### config.mk
export PLATFORM = sky130hd
export DESIGN_NAME = pipe_ctrl
export DESIGN_NICKNAME = d
export VERILOG_FILES = /design/src/rtl/y86_pkg.sv /design/src/rtl/pipe_ctrl_sat_counter.sv /design/src/rtl/pipe_ctrl.sv
export SDC_FILE = /design/constraint.sdc
export NUM_CORES = 1
export LEC_CHECK = 0
export ABC_AREA = 1
export BUFFER_PORTS_ARGS = -buffer_cell sky130_fd_sc_hd__buf_2
export CAP_MARGIN = 20
export CORE_UTILIZATION = 40
export DETAILED_ROUTE_END_ITERATION = 6
export PLACE_DENSITY = 0.59
export SETUP_SLACK_MARGIN = 0.15
export SYNTH_ARGS = -nofsm -noshare
export SYNTH_HDL_FRONTEND = slang
export SYNTH_HIERARCHICAL = 1
export SYNTH_SLANG_ARGS = --single-unit
### constraint.sdc
create_clock -name clk -period 6.5 [get_ports clk]
set_input_delay 0.325 -clock clk [delete_from_list [all_inputs] [get_ports clk]]
set_output_delay 0.325 -clock clk [all_outputs]
set_load 0.005 [all_outputs]
### src/rtl/y86_pkg.sv
// Shared Y86-64 encodings used by the fetch, decode and pipeline control logic.
// Icodes, status codes, the "no register" ID and the run-state FSM encoding
// live here so every stage agrees on the same values.
package y86_pkg;

  // Instruction codes
  localparam logic [3:0] I_HALT   = 4'h0;
  localparam logic [3:0] I_NOP    = 4'h1;
  localparam logic [3:0] I_MRMOVQ = 4'h5;
  localparam logic [3:0] I_OPQ    = 4'h6;
  localparam logic [3:0] I_JXX    = 4'h7;
  localparam logic [3:0] I_RET    = 4'h9;
  localparam logic [3:0] I_POPQ   = 4'hB;

  // Register ID meaning "no register"
  localparam logic [3:0] RNONE = 4'hF;

  // Processor status (one-hot)
  localparam logic [2:0] S_AOK = 3'b001;
  localparam logic [2:0] S_HLT = 3'b010;
  localparam logic [2:0] S_ERR = 3'b100;

  // Run-state FSM encoding; kept as plain constants so older blocks that
  // compare raw 2-bit values keep working.
  localparam logic [1:0] ST_IDLE    = 2'd0;
  localparam logic [1:0] ST_RUN     = 2'd1;
  localparam logic [1:0] ST_DRAIN   = 2'd2;
  localparam logic [1:0] ST_STOPPED = 2'd3;

  // Per-stage pipeline register controls produced by the control unit
  typedef struct packed {
    logic f_stall;
    logic d_stall;
    logic d_bubble;
    logic e_bubble;
    logic m_bubble;
    logic w_stall;
    logic set_cc;
  } ctrl_t;

  // Instructions whose result comes from memory and arrives too late to forward
  function automatic logic is_mem_load(input logic [3:0] icode);
    return (icode == I_MRMOVQ) || (icode == I_POPQ);
  endfunction

  // True while the processor is executing instructions
  function automatic logic is_active(input logic [1:0] st);
    return (st == ST_RUN) || (st == ST_DRAIN);
  endfunction

endpackage

### src/rtl/pipe_ctrl_sat_counter.sv
// Saturating up-counter for the performance monitor.
// Counts when enabled and sticks at all-ones instead of wrapping, so a long
// run never reports a misleadingly small value.
module sat_counter #(
  parameter int W = 32
) (
  input  logic         clk,
  input  logic         rst_n,
  input  logic         en,
  output logic [W-1:0] count
);

  logic at_max;

  // Saturation detect: all bits set means no further increment
  always_comb begin
    at_max = &count;
  end

  // Count register with asynchronous clear
  always_ff @(posedge clk or negedge rst_n) begin
    if (!rst_n) begin
      count <= '0;
    end else if (en && !at_max) begin
      count <= count + {{(W-1){1'b0}}, 1'b1};
    end
  end

endmodule

### src/rtl/pipe_ctrl.sv
// Pipeline control unit for the five-stage Y86-64 pipeline.
// Detects load/use, ret and mispredicted-branch hazards and turns them into
// per-stage stall/bubble controls, runs the processor run-state FSM, latches
// the final status and keeps three saturating performance counters.
module pipe_ctrl
  import y86_pkg::*;
#(
  parameter int CNT_W = 32
) (
  input  logic             clk,
  input  logic             rst_n,
  input  logic             start,
  input  logic [3:0]       D_icode,
  input  logic [3:0]       d_srcA,
  input  logic [3:0]       d_srcB,
  input  logic [3:0]       E_icode,
  input  logic [3:0]       E_dstM,
  input  logic             e_cnd,
  input  logic [3:0]       M_icode,
  input  logic [2:0]       m_stat,
  input  logic [3:0]       W_icode,
  input  logic [2:0]       W_stat,
  output logic             F_stall,
  output logic             D_stall,
  output logic             D_bubble,
  output logic             E_bubble,
  output logic             M_bubble,
  output logic             W_stall,
  output logic             set_cc,
  output logic [1:0]       run_state,
  output logic [2:0]       stat_out,
  output logic [CNT_W-1:0] cyc_count,
  output logic [CNT_W-1:0] ret_count,
  output logic [CNT_W-1:0] stl_count
);

  logic [1:0] state_q;
  logic [1:0] state_d;
  logic [2:0] stat_q;

  logic loaduse;
  logic retp;
  logic mispred;
  logic exc_m;
  logic exc_w;
  logic active;

  ctrl_t ctrl;

  logic cyc_en;
  logic ret_en;
  logic stl_en;

  // Hazard detection from the current pipeline register contents
  always_comb begin
    loaduse = is_mem_load(E_icode) && (E_dstM != RNONE) &&
              ((E_dstM == d_srcA) || (E_dstM == d_srcB));
    retp    = (D_icode == I_RET) || (E_icode == I_RET) || (M_icode == I_RET);
    mispred = (E_icode == I_JXX) && !e_cnd;
    exc_m   = (m_stat != S_AOK);
    exc_w   = (W_stat != S_AOK);
    active  = is_active(state_q);
  end

  // Stage controls: hazard-driven while executing, fixed while idle or stopped.
  // loaduse wins over the ret bubble in D so D is never held and bubbled at once.
  always_comb begin
    ctrl = '0;
    case (state_q)
      ST_RUN, ST_DRAIN: begin
        ctrl.f_stall  = loaduse | retp;
        ctrl.d_stall  = loaduse;
        ctrl.d_bubble = mispred | (retp & !loaduse);
        ctrl.e_bubble = mispred | loaduse;
        ctrl.m_bubble = exc_m | exc_w;
        ctrl.w_stall  = exc_w;
        ctrl.set_cc   = (E_icode == I_OPQ) & !exc_m & !exc_w;
      end
      ST_STOPPED: begin
        ctrl.f_stall  = 1'b1;
        ctrl.d_stall  = 1'b1;
        ctrl.d_bubble = 1'b0;
        ctrl.e_bubble = 1'b1;
        ctrl.m_bubble = 1'b1;
        ctrl.w_stall  = 1'b1;
        ctrl.set_cc   = 1'b0;
      end
      default: begin
        ctrl.f_stall  = 1'b1;
        ctrl.d_bubble = 1'b1;
        ctrl.e_bubble = 1'b1;
        ctrl.m_bubble = 1'b1;
      end
    endcase
  end

  // Drive the stage control ports from the control bundle
  always_comb begin
    F_stall  = ctrl.f_stall;
    D_stall  = ctrl.d_stall;
    D_bubble = ctrl.d_bubble;
    E_bubble = ctrl.e_bubble;
    M_bubble = ctrl.m_bubble;
    W_stall  = ctrl.w_stall;
    set_cc   = ctrl.set_cc;
  end

  // Run-state next-state logic; a writeback exception always ends the run,
  // a memory exception only parks the machine in DRAIN until it resolves
  always_comb begin
    state_d = state_q;
    case (state_q)
      ST_IDLE: begin
        if (start) state_d = ST_RUN;
      end
      ST_RUN: begin
        if (exc_w)      state_d = ST_STOPPED;
        else if (exc_m) state_d = ST_DRAIN;
      end
      ST_DRAIN: begin
        if (exc_w)       state_d = ST_STOPPED;
        else if (!exc_m) state_d = ST_RUN;
      end
      default: state_d = ST_STOPPED;
    endcase
  end

  // Run-state and final-status registers; status is captured on entry to STOPPED
  always_ff @(posedge clk or negedge rst_n) begin
    if (!rst_n) begin
      state_q <= ST_IDLE;
      stat_q  <= S_AOK;
    end else begin
      state_q <= state_d;
      if (active && exc_w) begin
        stat_q <= W_stat;
      end
    end
  end

  // Counter enables: all counting is confined to the executing states
  always_comb begin
    cyc_en = active;
    ret_en = active && (W_stat == S_AOK) && (W_icode != I_NOP) && !ctrl.w_stall;
    stl_en = active && ctrl.f_stall;
  end

  sat_counter #(.W(CNT_W)) u_cyc_cnt (
    .clk   (clk),
    .rst_n (rst_n),
    .en    (cyc_en),
    .count (cyc_count)
  );

  sat_counter #(.W(CNT_W)) u_ret_cnt (
    .clk   (clk),
    .rst_n (rst_n),
    .en    (ret_en),
    .count (ret_count)
  );

  sat_counter #(.W(CNT_W)) u_stl_cnt (
    .clk   (clk),
    .rst_n (rst_n),
    .en    (stl_en),
    .count (stl_count)
  );

  assign run_state = state_q;
  assign stat_out  = stat_q;

endmodule
# Word-level counts from Yosys, hierarchy flattened
# Cells that the tools add are included.
word_totals:
  inputBits: 38
  output_inout_bits: 108
  reg_bits: 101
  word_cells: 75
classes:
  mux: 10
  n_eq_ne: 20
  reduce_logical: 30
  n_addsub: 3
  n_bitwise: 7
ops:
  columns: ["cell", "n"]
  rows:
  - ["$add 32x1->32 const B", 3]
  - ["$reduce_and 32->1", 3]
  - ["$eq 4x4->1 const B", 4]
  - ["$eq 4x3->1 const B", 3]
  - ["$logic_and 1x1->1", 11]
  - ["$mux 2", 5]
  - ["$eq 4x4->1", 2]
  - ["$logic_not 1->1", 8]
  - ["$ne 3x1->1 const B", 2]
  - ["$ne 3x3->1 const B", 2]
  - ["$pmux 2 s3", 1]
  - ["$pmux 3 s2", 1]
  - ["$logic_or 1x1->1", 5]
  - ["$eq 2x2->1 const B", 2]
  - ["$ne 4x1->1 const B", 1]
  - ["$ne 4x4->1 const B", 1]
  - ["$or 1x1->1", 4]
  - ["$pmux 2 s2", 1]
  - ["$and 1x1->1", 3]
  - ["$eq 3x1->1 const B", 1]
  - ["$reduce_and 3->1", 1]
  - ["$eq 2x1->1 const B", 1]
  - ["$logic_not 2->1", 1]
  - ["$ne 2x2->1 const B", 1]
  - ["other kinds (3)", 3]

# Longest topological paths before layout
# Gate-level depths: netlist of the first run.
logic_depth:
  ltp_word: 8
  mapped_depth: 17
  ltp_nobuf: 17

# Modules after synthesis
# The synthesis of the first run kept the hierarchy.
by_module_without_submodules:
  columns: ["mod", "cells_each", "n_inst", "area_each_um2", "seq_area_each_um2"]
  rows:
  - ["sat_counter", 341, 3, 2143.3, 800.8]
  - ["pipe_ctrl", 118, 1, 675.6, 126.4]

# Worst setup path after synthesis of the first run
# OpenSTA, ideal clock, no wires.
synth_path:
  path_type: "register to register"
  start: "reg state_q[0] (netlist: run_state[0])"
  end: "reg u_ret_cnt.count[28]"
  synth_period_minus_slack_ps: 2324
  path_buffers: 0
  arrival_ps: 2207
  setup_time_ps: 117
  setup_slack_ps: 4176
  t_required_ps: 6383
  path_stages_with_launch: 15
  path_cell_list: "dfrtp_1 -> inv_1 -> ha_1 -> nand2_1 -> a21oi_1 -> nor3_1 -> nand2_1 -> nor2_1 -> nand3_1 -> inv_2 -> nand2_1 -> nor2_1 -> nand2_1 -> nand2_1 -> nand2_1"
synth_via:
  elab_chain_len: 6
  elab_cells_between_ends: 11
  cone_classes: "3 x eq/ne; 1 x mux; 7 x reduce/logical"
synth_rtl:
  columns: ["item", "line", "source"]
  rows:
  - ["from (decl)", "pipe_ctrl.sv:37", "logic [1:0] state_q;"]
  - ["from (signal assigned)", "pipe_ctrl.sv:134", "state_q <= state_d;"]
  - ["$eq 2x1->1 / $eq 2x2->1 (equally long branches)", "y86_pkg.sv:48", "return (st == ST_RUN) || (st == ST_DRAIN);"]
  - ["$logic_or 1x1->1 *", "y86_pkg.sv:48", null]
  - ["named net active", "pipe_ctrl.sv:46", "logic active;"]
  - ["$logic_and 1x1->1 * (3 in a row)", "pipe_ctrl.sv:144", "ret_en = active && (W_stat == S_AOK) && (W_icode != I_NOP) && !ctrl.w_stall;"]
  - ["named net ret_en", "pipe_ctrl.sv:51", "logic ret_en;"]
  - ["$logic_and 1x1->1 *", "pipe_ctrl_sat_counter.sv:24", "end else if (en && !at_max) begin"]
  - ["to (signal assigned)", "pipe_ctrl_sat_counter.sv:25", "count <= count + {{(W-1){1'b0}}, 1'b1};"]
  - ["to (decl)", "pipe_ctrl_sat_counter.sv:10", "output logic [W-1:0] count"]
# Mark *: on every way through the listed nets, which the timed path passes. The rest lies on a longest branch.
# A chain may end at the register's enable or synchronous reset.

# Worst setup path after layout of the first run
# Same ends and word-level chain as after synthesis.

==> run metrics, run 1 <==
H-Tree Depth 3; Netlist cell types 32; most common cell after layout, fill and taps aside nand2_1; clk_skew 5.32 ps; first-pass GRT wire length 32.2 mm; Worst-Margin Slew 728 ps; final slew viol count 0; die area 18300 um2; Port Buf Inserts 145; Mapped Cells 1141; Async S/R FF share, synth 100%; Final ANT Viol Nets 0; Die Wd 135 um; Setup crit start run_state[0]$_DFFE_PN0P_; Worst R2R Start run_state[0]$_DFFE_PN0P_; RSZ-0062 raised after global routing false; P per Cell Area 223 nW/um2; Clock Latency Late Sink 350 ps; warnings from Yosys 6; # fillers 1871; Period minus WS final 2880 ps; Final Setup Violations 0; ys flop type dfrtp_1; Die Y 135 um; vias per cell 4.83; placed cells 1497; metal2 WL 9.14 mm; Max-slew headroom 51.5%; Top Metal Used met4; layout cells sized above 1 15.7%; EDFF count, synth 0; final net count 1331; initial core utilization 41.1%; Max Buffers Root-to-Sink 2; HP Class input pin to asynchronous set/reset pin; DR WL/cell 13.2 um; post_cts resized 0; Final Hold Viols 0; number of DRC markers in iteration 0 380; vias in the first global route 6586; Mapped Avg Cell Area 6.23 um2; # IOs 146; Period Utilization, post-route 44.3%; Routed met3 length 816 um; commonest cells after routing, fill and taps aside 576 x nand2_1, 160 x nor2_1, 144 x buf_2; leak pwr 0.00436 uW; first-pass detailed-route iteration total 5; Reg clk slew, reported paths 70 ps; detailed placement HPWL 15.0 mm; Syn Nets 1186; Area growth, synth to finish 17.6%; Layout Utilization 48.3%; Max rail drop VDD 118 uV; post-route DRC violation count 0; Post-Syn Area 7110 um2; Worst Setup Start Kind flop; postcts setup bufs 0; Tot Pwr 1860 uW; GRT overflow 0; Cell Rows 48; hold buffers post-CTS 0; worst path required time 6740 ps; CP Data Arrival Time 3120 ps; Root Driver clkbuf_16; number of synthesized register bits 101; register area share after synthesis 35.6%; # clock sinks 101; setup TNS 0 ps; Non-Filler Instances 1516; status finished clean; Vias 7321; met1 WL 9.66 mm; Final GP Congestion 0.914; Routed WL 19.9 mm; total track usage 22.2%; number of diodes 0; initial antenna violation count 0; CTS tree yes; core area 17300 um2; largest net degree at the start of global routing 55; fmax 0.348 GHz; max_cap viols 0; Crit Path Class flop to flop; crit path max fanout 9; TritonCTS Buffers 9; crit end category flop
==> sequential cells by signal, indices dropped and copies added, names as in the netlist <==
register	flops
u_cyc_cnt/count	32
u_ret_cnt/count	32
stat_out	3
run_state	2
u_stl_cnt/count	32
==> critical path, stage by stage, from the launching register on <==
cell and delay [ps]:
dfrtp_1 400, inv_1 90, ha_1 450, nand2_1 200, a21oi_1 110, nor3_1 520, nand2_1 110, nor2_1 290
nand3_1 180, inv_2 100, nand2_1 50, nor2_1 120, nand2_1 60, nand2_1 50, nand2_1 50
==> cell families after synthesis <==
kind of cell,share of synthesized area (%)
compound gates,1.29
fa+ha+maj,1.23
buf+inv,7.45
xor+xnor,4.44
mux,0.158
simple gates,49.9
flops,35.6
==> routing by layer <==
layer  track usage (%)  up-vias
li1                  -     3778
met1              30.6     3362
met2              36.0      160
met3              2.39       21
met4              7.55        0
met5                 0        -
==> area by class of cell <==
cell class,instances,area [um2],area share [%]
clock inverters,5,60.1,0.719
repair buffers,149,781,9.34
inverters,111,417,4.99
flip-flops and latches,101,2530,30.3
clock buffers,11,243,2.90
multi-input cells,914,4050,48.4
well taps,225,282,3.37
==> stage by stage <==
stage | hold WS [ps] | area [um2] | worst slack, ps
final | 15.8 | 8360 | 3620
after global routing | 76.0 | 8360 | 3400
after CTS | 52.9 | 8310 | 3380
after detailed placement | 432 | 8010 | 3410
after global placement | 430 | 8010 | 3550
after floorplan | 29.4 | 7110 | 4180
==> power by group <==
| part | switching [uW] | internal, uW |
|---|---|---|
| clock network | 253 | 311 |
| logic | 344 | 196 |
| registers | 76.7 | 682 |
| total | 673 | 1190 |
==> worst paths after layout <==
check / slack, ps / cells after the start / endpoint
max in group asynchronous: 5360 / 2 / u_stl_cnt/count[21]$_DFFE_PN0P_
hold / removal: 20 / 1 / run_state[0]$_DFFE_PN0P_
hold reg to reg: 500 / 2 / stat_out[1]$_DFFE_PN0P_
setup reg to reg: 3620 / 14 / u_ret_cnt/count[28]$_DFFE_PN0P_
min in group clk: 260 / 3 / stat_out[1]$_DFFE_PN0P_
setup / recovery: 3620 / 14 / u_ret_cnt/count[28]$_DFFE_PN0P_
==> cell usage after synthesis (4+ instances only) <==
library cell / count / area [um2]
nand2_1: 576 / 2160
inv_2: 13 / 48.8
ha_1: 7 / 87.6
xor2_1: 18 / 158
nand3b_1: 21 / 158
o21ai_0: 4 / 20.0
buf_6: 6 / 67.6
nor2_1: 160 / 601
xnor2_1: 18 / 158
clkinv_1: 6 / 22.5
buf_2: 9 / 45.0
nand3_1: 57 / 285
a21oi_2: 5 / 43.8
nand4_1: 13 / 81.3
dfrtp_1: 100 / 2500
a21oi_1: 4 / 20.0
nor3_1: 4 / 20.0
inv_1: 92 / 345
(Power assumes the default switching activity.)
==> run 2, diff against run 1 <==
clock period = 2.8 ns   (was 6.5 ns; I/O delays follow)
==> run 2 against run 1 <==
Against the previous run: clock skew up 5.0 ps; clock-buffer cell count unchanged; hold slack better by 44 ps; sequential share of layout area about the same; die area unchanged; critical endpoint unchanged; via count down 0.55%; sequential power up 130%; global-route usage up 0.23 points; first-iteration DRC count down 6.6%; total power up 130%; maximum frequency up 25%.
==> run metrics, run 2 (synthesis results as in run 1) <==
total track usage 22.4% (+0.23 points); Vias 7281 (-0.55%); CP max-delay cell dfrtp_1; most common cell after layout, fill and taps aside nand2_1; initial core utilization 41.1% (unchanged); sequential share of power 40.9% (about the same); clock network fraction of total power 29.4% (-0.8 points); placed cells 1501 (+0.27%); Clock Latency Late Sink 350 ps (about the same); vias in the first global route 6593 (+0.11%); detailed placement HPWL 15.1 mm (+0.49%); vias per cell 4.80 (-0.68%); post-route DRC violation count 0 (unchanged); Die Y 135 um (unchanged); final net count 1334 (+0.23%); logic gate share of total power 29.7% (+0.7 points); Final ANT Viol Nets 0 (unchanged); largest net degree at the start of global routing 57 (+3.6%); initial antenna violation count 0 (unchanged); max_cap viols 0 (unchanged); metal2 WL 8.97 mm (-1.8%); Final Setup Violations 0 (unchanged); max incr delay on CP 410 ps (-110 ps); number of DRC markers in iteration 0 355 (-6.6%); Worst Setup Start Kind flop; Max-slew headroom 56.9% (+5.4 points); Int Pwr 2740 uW (+130%); worst path required time 3040 ps (-3700 ps); multi-input logic area 4060 um2 (+0.25%); Layout Utilization 48.4% (+0.072 points); status finished clean; Worst-Margin Slew 647 ps (-81.2 ps); Net Sw Power 1550 uW (+130%); CP Data Arrival Time 2550 ps (-570 ps); CTS tree yes; Routed WL 20.0 mm (+0.51%); number of diodes 0 (unchanged); Period minus WS final 2310 ps (-568 ps); DR WL/cell 13.2 um (+0.37%); layout cells sized above 1 15.9% (+0.21 points); # fillers 1865 (-0.32%); RSZ-0062 raised after global routing false; HP Class input pin to flop; Sequential Area 2530 um2 (unchanged); commonest cells after routing, fill and taps aside 576 x nand2_1, 159 x nor2_1, 144 x buf_2; Cell Rows 48 (unchanged); Non-Filler Instances 1518 (+0.13%); Final GP Congestion 0.894 (-2.2%); H-Tree Depth 3 (unchanged); postcts setup bufs 0 (unchanged); met1 WL 9.87 mm (+2.1%); Crit Path Class flop to flop; Port Buf Inserts 145 (unchanged); first-pass detailed-route iteration total 5 (unchanged); P per Cell Area 512 nW/um2 (+130%); Routed met3 length 871 um (+6.7%); number of buffers and inverters on the critical path 3 (+1); final slew viol count 0 (unchanged); Area growth, synth to finish 17.8%; CP delay by family, top simple AND/OR/NAND/NOR gates; TritonCTS Buffers 9 (unchanged); Critical Path Most Common Cell nand2_1; GRT overflow 0 (unchanged); Period Utilization, post-route 82.5% (+38 points); die area 18300 um2 (unchanged); leak pwr 0.00436 uW (about the same); clk_skew 10.4 ps (+5.05 ps); # clock sinks 101 (unchanged); crit path max fanout 9 (unchanged); core area 17300 um2 (unchanged); # IOs 146 (unchanged); Root Driver clkbuf_16; Max rail drop VDD 342 uV (+190%); Largest regs u_cyc_cnt/count: 32 flops, u_ret_cnt/count: 32 flops, u_stl_cnt/count: 32 flops; Reg clk slew, reported paths 70 ps (about the same); Sw Share 36.1% (-0.039 points); first-pass GRT wire length 32.5 mm (+0.84%); Top Metal Used met4; crit end category flop; setup TNS 0 ps (unchanged); fmax 0.433 GHz (+25%); CP Cell Sequence inv_1, ha_2, nand2_1, a21oi_1, nor3_1, buf_4, nand2_1, nor2_2, nand3_1, inv_2, nand2_1, nor2_1, nand2_1, nand2_1, nand2_1; Final Hold Viols 0 (unchanged); Max Buffers Root-to-Sink 2 (unchanged); Die Wd 135 um (unchanged)
-- run 2: cell types whose count changed in the layout (fill, tap and decap cells not counted), sizes merged --
cell         before  now
clkinv            9    7
clkinvlp          1    2
dlygate4sd3       0    1
buf             149  151
-- run 2: repair_timing --
action,4_1_cts,5_1_grt
endpoints found under the hold margin,45,0
hold buffers,1,0
setup endpoints to repair,0,6
gates resized for setup,0,3
-- run 2: final timing paths --
kind | start | endpoint | slack [ps] | cells after the start
worst max-delay path | run_state[0]$_DFFE_PN0P_ | u_ret_cnt/count[28]$_DFFE_PN0P_ | 490 | 15
worst min-delay path | W_stat[0] | stat_out[0]$_DFFE_PN1P_ | 60 | 2
worst max register to register | run_state[0]$_DFFE_PN0P_ | u_ret_cnt/count[28]$_DFFE_PN0P_ | 490 | 15
worst min register to register | stat_out[1]$_DFFE_PN0P_ | stat_out[1]$_DFFE_PN0P_ | 500 | 2
max in group asynchronous | rst_n | stat_out[0]$_DFFE_PN1P_ | 1700 | 3
min in group asynchronous | rst_n | stat_out[2]$_DFFE_PN0P_ | 350 | 2
-- run 2: stage by stage --
step | cell area (um2) | worst slack [ps] | hold slack (ps) | power [uW]
6_report | 8370 | 491 | 60.0 | 4280
5_1_grt | 8370 | 185 | 48.6 | 4580
4_1_cts | 8350 | 316 | 43.3 | 4300
3_5_place_dp | 8050 | 354 | 200 | 3030
3_3_place_gp | 8050 | 390 | 203 | 3020
2_1_floorplan | 7110 | 476 | -156 | 2580
-- run 2: routing by layer --
metal	up-vias	GRT usage, %
met3	21	3.37
met4	0	7.62
li1	3783	-
met5	-	0
met2	147	35.6
met1	3330	31.0
-- run 2: power groups by stage --
stage | clock network [uW] | logic, uW | registers [uW]
finish | 1260 | 1270 | 1750
floorplan | 0 | 827 | 1760
global route | 1350 | 1450 | 1780
CTS | 1300 | 1250 | 1760
detailed placement | 0 | 1240 | 1780
global placement | 0 | 1250 | 1780
-- run 2: layout make-up --
cell class / count / share of cell area [%]
multi-input cells: 914 / 48.5
repair buffers: 152 / 9.60
clock inverters: 4 / 0.598
well taps: 225 / 3.36
inverters: 111 / 4.98
clock buffers: 11 / 2.78
flip-flops and latches: 101 / 30.2
-- run 2: worst reg2reg max path: stages, from the launching register on --
cell     delay [ps]
dfrtp_1         410
inv_1           110
ha_2            360
nand2_1         170
a21oi_1         100
nor3_1          140
buf_4           160
nand2_1          80
nor2_2          120
nand3_1         130
inv_2            90
nand2_1          50
nor2_1          110
nand2_1          60
nand2_1          50
nand2_1          50
==> run 3, diff against run 2 <==
clock period = 2.4 ns   (was 2.8 ns; I/O delays follow)
==> run 3 against run 2 <==
Against the previous run: critical path depth shrank 6; cell area rose by 1.1%; clock power is 14% higher; sequential share of layout area fell by 0.33 points; die area is the same; routed wire length down 0.64%; worst setup slack worse by 110 ps; maximum frequency up 15%; cell count increased by 0.59%; via count up 0.89%.
==> run metrics, run 3 (synthesis results as in run 1) <==
Largest regs u_cyc_cnt/count: 32 flops, u_ret_cnt/count: 32 flops, u_stl_cnt/count: 32 flops; setup TNS 0 ps (unchanged); worst path required time 2690 ps (-350 ps); status finished clean; CP max-delay cell dfrtp_1; number of diodes 0 (unchanged); H-Tree Depth 3 (unchanged); CP delay by family, top simple AND/OR/NAND/NOR gates; Reg clk slew, reported paths 70 ps (about the same); # IOs 146 (unchanged); Period Utilization, post-route 84.0% (+1.5 points); Area growth, synth to finish 19.1%; Final ANT Viol Nets 0 (unchanged); vias per cell 4.81 (+0.30%); CTS tree yes; Clock Latency Late Sink 350 ps (about the same); leak pwr 0.00441 uW (+1.0%); die area 18300 um2 (unchanged); # clock sinks 101 (unchanged); crit end category flop; layout cells sized above 1 16.9% (+0.97 points); final slew viol count 0 (unchanged); Critical Path Most Common Cell nand2_1; first-pass GRT wire length 32.6 mm (+0.45%); Final Hold Viols 0 (unchanged); post-route DRC violation count 0 (unchanged); Cell Rows 48 (unchanged); CP Cell Sequence ha_1, nand3_1, inv_2, nand2_2, nor2_4, nand3_4, nand2_4, nand2_1, nand2_1; P per Cell Area 598 nW/um2 (+17%); DR WL/cell 13.0 um (-1.2%); initial antenna violation count 0 (unchanged); total track usage 22.4% (-0.034 points); cell area after layout 8460 um2 (+1.1%); number of buffers and inverters on the critical path 1 (-2); Period minus WS final 2020 ps (-293 ps); RSZ-0062 raised after global routing false; Max Buffers Root-to-Sink 2 (unchanged); crit path max fanout 24 (+15); first-pass detailed-route iteration total 5 (unchanged); commonest cells after routing, fill and taps aside 574 x nand2_1, 159 x nor2_1, 144 x buf_2; Worst Setup Start Kind flop; max_cap viols 0 (unchanged); detailed placement HPWL 15.1 mm (-0.31%); Vias 7346 (+0.89%); Max rail drop VDD 440 uV (+29%); clk_skew 11.2 ps (+0.824 ps); Final Setup Violations 0 (unchanged); Routed WL 19.9 mm (-0.64%); vias in the first global route 6531 (-0.94%); Final GP Congestion 0.875 (-2.1%); tightest hold margin 37.2 ps (-22.8 ps); Worst-Margin Slew 392 ps (-255 ps); largest net degree at the start of global routing 55 (-3.5%); HP Class input pin to flop; Post-DP Area 8120 um2 (+0.87%); initial core utilization 41.1% (unchanged); Layout Utilization 48.9% (+0.53 points); number of DRC markers in iteration 0 504 (+42%); Root Driver clkbuf_16; fmax 0.496 GHz (+15%); Die Y 135 um (unchanged); Max-slew headroom 73.5% (+17 points); TritonCTS Buffers 9 (unchanged); Crit Path Class flop to flop; max incr delay on CP 460 ps (+50 ps); Die Wd 135 um (unchanged); core area 17300 um2 (unchanged); CP Data Arrival Time 2310 ps (-240 ps); GRT overflow 0 (unchanged); Port Buf Inserts 145 (unchanged); final net count 1342 (+0.60%); most common cell after layout, fill and taps aside nand2_1
## run 3: cell count changes in the layout (fill, tap and decap cells not counted), sizes merged
cell,before,now
buf,151,159
inv,105,107
bufinv,1,0
clkbuf,11,12
clkinvlp,2,1
## run 3: repair_timing
action | CTS | global route
gates resized for setup | 0 | 10
endpoints found under the setup margin | 0 | 50
hold buffers | 1 | 0
buffers inserted | 0 | 2
endpoints found under the hold margin | 25 | 0
## run 3: per-layer routing
metal | part of all wire, % | track usage, %
met5 | 0 | 0
met4 | 1.5 | 6.62
met3 | 4.2 | 2.66
met2 | 46 | 36.5
met1 | 48 | 30.9
## run 3: layout make-up
| type | instances | area [um2] |
|---|---|---|
| fill | 1845 | 8830 |
| multi-input combinational | 914 | 4080 |
| sequential | 101 | 2530 |
| timing repair buffer | 160 | 872 |
| inverter | 111 | 417 |
| tap | 225 | 282 |
| clock buffer | 12 | 246 |
| clock inverter | 4 | 33.8 |
## run 3: metrics by stage
stage | setup slack, ps | std cells | total power, uW
floorplan | 208 | 1141 | 3020
global placement | 289 | 1508 | 3590
detailed placement | 210 | 1508 | 3600
CTS | 184 | 1525 | 5060
global route | 168 | 1527 | 5420
finish | 384 | 1527 | 5060
## run 3: power by group
group          switching, uW  internal, uW  total (uW)  leakage [uW]
logic                   1000           600        1600       0.00289
registers                176          1850        2020       0.00139
clock network            691           744        1440      0.000134
## run 3: worst reg2reg max path, cell delays in order, from the launching register on
cell     delay, ps
dfrtp_1        460
ha_1           280
nand3_1        180
inv_2          100
nand2_2         60
nor2_4         190
nand3_4        200
nand2_4        300
nand2_1        100
nand2_1         70
## run 3: path summary, 6_finish.rpt
kind / from / to / slack [ps] / cells past startpoint
worst min-delay path: W_stat[1] / stat_out[1]$_DFFE_PN0P_ / 40 / 3
worst min register to register: stat_out[2]$_DFFE_PN0P_ / stat_out[2]$_DFFE_PN0P_ / 490 / 2
min in group asynchronous: rst_n / u_ret_cnt/count[0]$_DFFE_PN0P_ / 220 / 2
worst max-delay path: u_ret_cnt/count[0]$_DFFE_PN0P_ / u_ret_cnt/count[13]$_DFFE_PN0P_ / 380 / 9
worst max register to register: u_ret_cnt/count[0]$_DFFE_PN0P_ / u_ret_cnt/count[13]$_DFFE_PN0P_ / 380 / 9
max in group asynchronous: rst_n / stat_out[0]$_DFFE_PN1P_ / 1520 / 3
